**config.mk**
```make
export PLATFORM = sky130hd
export DESIGN_NAME = digi_ota_decimator_flat
export DESIGN_NICKNAME = d
export VERILOG_FILES = /design/src/rtl/digi_ota_decimator_if.sv /design/src/rtl/digi_ota_decimator.sv /design/src/flat_wrapper.sv
export SDC_FILE = /design/constraint.sdc
export NUM_CORES = 1
export LEC_CHECK = 0
export ABC_AREA = 1
export CAP_MARGIN = 20
export CORE_ASPECT_RATIO = 1.25
export CORE_UTILIZATION = 54
export DETAILED_ROUTE_END_ITERATION = 12
export PLACE_DENSITY = 0.85
export SLEW_MARGIN = 15
export SYNTH_ARGS = -nofsm -noshare
export SYNTH_HDL_FRONTEND = slang
export SYNTH_SLANG_ARGS = --single-unit
```
**constraint.sdc**
```tcl
create_clock -name clk -period 1.65 [get_ports clk]
set_clock_uncertainty 0.05 [all_clocks]
set_input_delay 0.2475 -clock clk [delete_from_list [all_inputs] [get_ports clk]]
set_output_delay 0.2475 -clock clk [all_outputs]
set_load 0.02 [all_outputs]
```
**src/rtl/digi_ota_decimator_if.sv**
```systemverilog
// Result handshake bundle for the OTA decimator: density code plus valid/ready.
interface digi_ota_decimator_if #(
  parameter int OUT_W = 8
);
  logic [OUT_W-1:0] out_data;
  logic             out_valid;
  logic             out_ready;

  modport master (output out_data, output out_valid, input out_ready);
  modport slave  (input out_data, input out_valid, output out_ready);
endinterface

```
**src/rtl/digi_ota_decimator.sv**
```systemverilog
// Synchronizes the OTA comparator bit, counts ones over a 2^WINDOW_LOG2 window
// and hands out one saturated density code per window over valid/ready.
module digi_ota_decimator #(
  parameter int WINDOW_LOG2 = 8,
  parameter int OUT_W       = 8,
  parameter int SYNC_STAGES = 2,
  parameter int SETTLE_CYC  = 4
) (
  input  logic                  clk,
  input  logic                  rst,
  input  logic                  en,
  input  logic                  cmp_in,
  input  logic                  clr_ovr,
  output logic                  ovr,
  output logic                  busy,
  digi_ota_decimator_if.master  out_if
);

  localparam int CNT_W = WINDOW_LOG2 + 1;
  localparam int EXT_W = (CNT_W > OUT_W) ? CNT_W : OUT_W;
  localparam int SET_W = (SETTLE_CYC > 1) ? $clog2(SETTLE_CYC) : 1;
  localparam logic [EXT_W-1:0] SAT_MAX = EXT_W'((64'd1 << OUT_W) - 64'd1);

  typedef enum logic [1:0] {
    ST_IDLE   = 2'd0,
    ST_SETTLE = 2'd1,
    ST_ACCUM  = 2'd2
  } state_t;

  state_t                 state_r;
  state_t                 next_state_s;
  logic [SYNC_STAGES-1:0] sync_r;
  logic                   s_s;
  logic [SET_W-1:0]       settle_cnt_r;
  logic [WINDOW_LOG2-1:0] sample_cnt_r;
  logic [CNT_W-1:0]       ones_cnt_r;
  logic [OUT_W-1:0]       out_data_r;
  logic                   out_valid_r;
  logic                   ovr_r;
  logic                   busy_r;
  logic                   settle_done_s;
  logic                   settle_step_s;
  logic                   accum_s;
  logic                   complete_s;
  logic [EXT_W-1:0]       final_ext_s;
  logic [OUT_W-1:0]       result_s;
  logic                   reg_free_s;

  // Saturate a window count into the OUT_W result code.
  function automatic logic [OUT_W-1:0] sat_code(input logic [EXT_W-1:0] cnt);
    if (cnt > SAT_MAX) begin
      sat_code = OUT_W'(SAT_MAX);
    end else begin
      sat_code = OUT_W'(cnt);
    end
  endfunction

  assign s_s           = sync_r[SYNC_STAGES-1];
  assign settle_done_s = (settle_cnt_r == SET_W'(SETTLE_CYC - 1));
  assign final_ext_s   = EXT_W'(ones_cnt_r) + EXT_W'(s_s);
  assign result_s      = sat_code(final_ext_s);
  assign reg_free_s    = !out_valid_r || out_if.out_ready;

  // Synchronizer chain for the asynchronous comparator bit.
  always_ff @(posedge clk) begin
    if (rst) begin
      sync_r <= {SYNC_STAGES{1'b0}};
    end else begin
      sync_r <= {sync_r[SYNC_STAGES-2:0], cmp_in};
    end
  end

  // FSM state register.
  always_ff @(posedge clk) begin
    if (rst) begin
      state_r <= ST_IDLE;
    end else begin
      state_r <= next_state_s;
    end
  end

  // FSM next-state logic; dropping en aborts from any active state.
  always_comb begin
    next_state_s = state_r;
    case (state_r)
      ST_IDLE: begin
        if (en) begin
          next_state_s = ST_SETTLE;
        end else begin
          next_state_s = ST_IDLE;
        end
      end
      ST_SETTLE: begin
        if (!en) begin
          next_state_s = ST_IDLE;
        end else if (settle_done_s) begin
          next_state_s = ST_ACCUM;
        end else begin
          next_state_s = ST_SETTLE;
        end
      end
      ST_ACCUM: begin
        if (!en) begin
          next_state_s = ST_IDLE;
        end else begin
          next_state_s = ST_ACCUM;
        end
      end
      default: next_state_s = ST_IDLE;
    endcase
  end

  // FSM output decode: datapath strobes for the current state.
  always_comb begin
    settle_step_s = 1'b0;
    accum_s       = 1'b0;
    complete_s    = 1'b0;
    case (state_r)
      ST_SETTLE: begin
        settle_step_s = en && !settle_done_s;
      end
      ST_ACCUM: begin
        accum_s    = en;
        complete_s = en && (sample_cnt_r == {WINDOW_LOG2{1'b1}});
      end
      default: begin
        settle_step_s = 1'b0;
        accum_s       = 1'b0;
        complete_s    = 1'b0;
      end
    endcase
  end

  // Settle and window counters; anything outside an active window reads as zero.
  always_ff @(posedge clk) begin
    if (rst) begin
      settle_cnt_r <= {SET_W{1'b0}};
      sample_cnt_r <= {WINDOW_LOG2{1'b0}};
      ones_cnt_r   <= {CNT_W{1'b0}};
    end else begin
      if (settle_step_s) begin
        settle_cnt_r <= settle_cnt_r + SET_W'(1);
      end else begin
        settle_cnt_r <= {SET_W{1'b0}};
      end
      if (accum_s && !complete_s) begin
        sample_cnt_r <= sample_cnt_r + WINDOW_LOG2'(1);
        ones_cnt_r   <= ones_cnt_r + CNT_W'(s_s);
      end else begin
        sample_cnt_r <= {WINDOW_LOG2{1'b0}};
        ones_cnt_r   <= {CNT_W{1'b0}};
      end
    end
  end

  // Result register, handshake and sticky overrun; a same-cycle overrun beats clr_ovr.
  always_ff @(posedge clk) begin
    if (rst) begin
      out_data_r  <= {OUT_W{1'b0}};
      out_valid_r <= 1'b0;
      ovr_r       <= 1'b0;
      busy_r      <= 1'b0;
    end else begin
      busy_r <= (next_state_s != ST_IDLE);
      if (complete_s && reg_free_s) begin
        out_data_r  <= result_s;
        out_valid_r <= 1'b1;
      end else if (out_valid_r && out_if.out_ready) begin
        out_valid_r <= 1'b0;
      end else begin
        out_valid_r <= out_valid_r;
      end
      if (complete_s && !reg_free_s) begin
        ovr_r <= 1'b1;
      end else if (clr_ovr) begin
        ovr_r <= 1'b0;
      end else begin
        ovr_r <= ovr_r;
      end
    end
  end

  assign out_if.out_data  = out_data_r;
  assign out_if.out_valid = out_valid_r;
  assign ovr              = ovr_r;
  assign busy             = busy_r;

endmodule

```
**src/flat_wrapper.sv**
```systemverilog
// flat-port wrapper written by rule: the top's interface ports become plain ports
module digi_ota_decimator_flat 
#(
  parameter int WINDOW_LOG2 = 8,
  parameter int OUT_W       = 8,
  parameter int SYNC_STAGES = 2,
  parameter int SETTLE_CYC  = 4
)
  (clk, rst, en, cmp_in, clr_ovr, ovr, busy, out_if_out_data, out_if_out_valid, out_if_out_ready);
  digi_ota_decimator_if #(.OUT_W(OUT_W)) out_if_i ();
  input  logic clk;
  input  logic rst;
  input  logic en;
  input  logic cmp_in;
  input  logic clr_ovr;
  output logic ovr;
  output logic busy;
  output wire logic [$bits(out_if_i.out_data)-1:0] out_if_out_data;
  output wire logic [$bits(out_if_i.out_valid)-1:0] out_if_out_valid;
  input wire logic [$bits(out_if_i.out_ready)-1:0] out_if_out_ready;
  assign out_if_out_data = out_if_i.out_data;
  assign out_if_out_valid = out_if_i.out_valid;
  assign out_if_i.out_ready = out_if_out_ready;
  digi_ota_decimator #(.WINDOW_LOG2(WINDOW_LOG2), .OUT_W(OUT_W), .SYNC_STAGES(SYNC_STAGES), .SETTLE_CYC(SETTLE_CYC)) u_core (.clk(clk), .rst(rst), .en(en), .cmp_in(cmp_in), .clr_ovr(clr_ovr), .ovr(ovr), .busy(busy), .out_if(out_if_i));
endmodule
```
==> impl_metrics.tcl <==
set metrics [dict create \
    grt_use_total_pct 22.0 \
    hpwl_mm 1.97 \
    cp-start-kind "flop" \
    drt_iter0_markers 35 \
    relSlewSlack_pct 81.9 \
    place_area_mm2 0.00166 \
    pwr-share-clk_pct 32.8 \
    rsz0062_at_grt "false" \
    die-width_um 48.0 \
    yosysTopAreaCellShare_pct 47.7 \
    internal_power_uw 1010 \
    rows 20 \
    path_cells "clkdlybuf4s50_1" \
    synthFlopType "dfxtp_1" \
    syn_to_final_growth_pct 22.6 \
    cts_tree "done" \
    p_leak_uw 0.000762 \
    path_buf_inv 1 \
    p_switching_uw 279 \
    synth_cells 188 \
    netSwitchingFraction_pct 21.7 \
    synthXorXnorAreaFrac_pct 4.91 \
    dr.max_layer_used "met4" \
    worstPathArrival_ps 1300 \
    synth_seq_area_share_pct 47.7 \
    synth_commonest_cells "46 x nand2_1, 44 x nor2_1, 34 x dfxtp_1, 22 x inv_1, 7 x nand3_1" \
    pwr-share-seq_pct 64.5 \
    yosysWarnings 0 \
    ys_ff_latch 34 \
    crit_fanout 2 \
    gp_routability_congestion 0.869 \
    die_area_mm2 0.00285 \
    final-setup-viol-count 0 \
    status "complete, no violations" \
    fp.dieH_um 59.5 \
    avgViaCountPerCell 4.82 \
    hold_viol_final 0 \
    netlist_area_mm2 0.00143 \
    ant_nets 0 \
    cts_buffers 5 \
    wl_per_cell_um 10.8 \
    synthAdderAreaFrac_pct 4.38 \
    crit_path_end_kind "primary output" \
    synth_top_family_by_area "simple AND/OR/NAND/NOR gates" \
    crit_family "buffers and inverters" \
    final_nets 229 \
    p_comb_share_pct 2.7 \
    async_flop_share_pct 0 \
    wl_met1_mm 1.06 \
    fill_cells 183 \
    slew_viol_final 0 \
    htreeDepth 2 \
    tightestPinTransition_ps 269 \
    utilization_pct 70.7 \
    yosysTopAreaCell "dfxtp_1" \
    cts_buffer_depth 2 \
    num_io_pins 17 \
    drt-total-wl_mm 2.71 \
    yosysUniqueCellTypes 23 \
    core_area_mm2 0.00248 \
    period_needed_ps 1600 \
    netlist_top_cells_area "dfxtp_1 48%, nand2_1 12%, nor2_1 12%" \
    initial_core_util_pct 57.6 \
    synthMuxAreaShare_pct 0 \
    cp_slowest_cell "clkdlybuf4s50_1" \
    min-delay-path-class "flop to flop" \
    drive_above_1_share_pct 11.5 \
    insertion_delay_ps 330 \
    via_count 1210 \
    cts_root_buf "clkbuf_4" \
    grt.overflow.total 0 \
    fin_crit_sh_pct 97.0 \
    grt_max_degree 18 \
    worst-setup-path-type "flop to primary output" \
    grt_pass1_wl_mm 4.24 \
    fmax_mhz 625 \
    drv_cap 0 \
    setup_tns_ps 0 \
    synth-compound-area-share_pct 2.45 \
    cp_slowest_stage_delay_ps 610 \
    antenna_found_initial 0 \
    power_density_mw_per_mm2 734 \
    remaining_drc_errors 0 \
    postCtsHoldBufs 0 \
    port_buffers 16 \
    yosysMostFrequentCell "nand2_1" \
    cts.sinks 34 \
    synth-edff-count 0 \
    grt_pass1_vias 1097 \
    max-vdd-ir-drop_uv 665 \
    syn_area_per_cell_um2 7.59 \
    required_ps 1350 \
    dr_wl_met3_um 138 \
    final_area_mm2 0.00175 \
    path_clk_slew_ps 90 \
    synth_nets 199 \
    met2_length_mm 1.45 \
    n_antenna_cell 0 \
    firstDrtPassIters 5 \
    synthSimpleGateAreaFrac_pct 33.0 \
]
flip-flops by register name (all words and copies together) (netlist names):
register / flops
u_core.ovr: 1
u_core.busy: 1
u_core.sync_r: 2
u_core.out_if.out_valid: 1
u_core.ones_cnt_r: 9
u_core.sample_cnt_r: 8
u_core.settle_cnt_r: 2
u_core.state_r: 2
u_core.out_if.out_data: 8
timing repair:
item | CTS | global route
pin swaps | 0 | 3
hold endpoints to repair | 0 | 0
endpoints found under the setup margin | 5 | 27
gates resized for setup | 2 | 5
gates cloned | 0 | 1
setup buffers | 0 | 2
layout by cell type, fill, tap and decap left out, types with 3 or more instances in the layout:
cell type	synthesis	routed
nand2_1	46	45
nand2_2	4	3
xnor2_1	3	3
ha_1	5	4
clkdlybuf4s50_1	0	15
nor2_1	44	43
a21oi_1	3	3
clkbuf_4	0	5
nand3_1	7	6
xor2_1	5	5
buf_4	1	8
dfxtp_1	34	34
inv_1	22	22
through the flow:
step	hold slack, ps	instances	power, µW	worst slack (ps)
after floorplan	267	188	860	186
after global placement	347	241	881	4.43
after detailed placement	349	241	883	-48.1
after CTS	362	248	1300	13.8
after global routing	382	251	1330	0.0516
final	359	251	1280	49.2
power by group through the flow:
stage	clock network (µW)	registers [µW]	logic, µW
after floorplan	0	849	11.0
after global placement	0	847	34.1
after detailed placement	0	847	35.5
after CTS	432	828	35.6
after global routing	465	829	39.8
final	421	828	35.3
worst paths after layout:
| path | from | endpoint | slack (ps) | depth (start not counted) |
|---|---|---|---|---|
| worst min register to register | u_core.sync_r[0] | u_core.sync_r[1] | 360 | 2 |
| worst max-delay path | u_core.out_if.out_data[7] | out_if_out_data[7] | 50 | 1 |
| worst min-delay path | u_core.sync_r[0] | u_core.sync_r[1] | 360 | 2 |
| worst max register to register | u_core.sync_r[1] | u_core.out_if.out_data[3] | 140 | 9 |
logic make-up after synthesis:
family / count (synthesis)
compound gates: 6
buf+inv: 26
flops: 34
xor+xnor: 8
fa+ha+maj: 5
simple gates: 109
worst min-delay path, cell delays in order, from the launching register on:
cell and delay (ps):
dfxtp_1 310, inv_1 40, nor2_1 30
per-layer routing:
metal  GRT usage (%)  vias up
li1                -      632
met1            20.5      540
met2            38.4       33
met3            8.54        5
met4            12.7        0
met5               0        -
area by class of cell:
class	instances	area [µm²]	share of cell area [%]
repair buffers	24	223	12.7
flip-flops and latches	34	681	38.9
well taps	33	41.3	2.36
multi-input cells	129	671	38.3
clock buffers	7	45.0	2.57
inverters	24	90.1	5.15
Power figures use the tool's default switching activity.
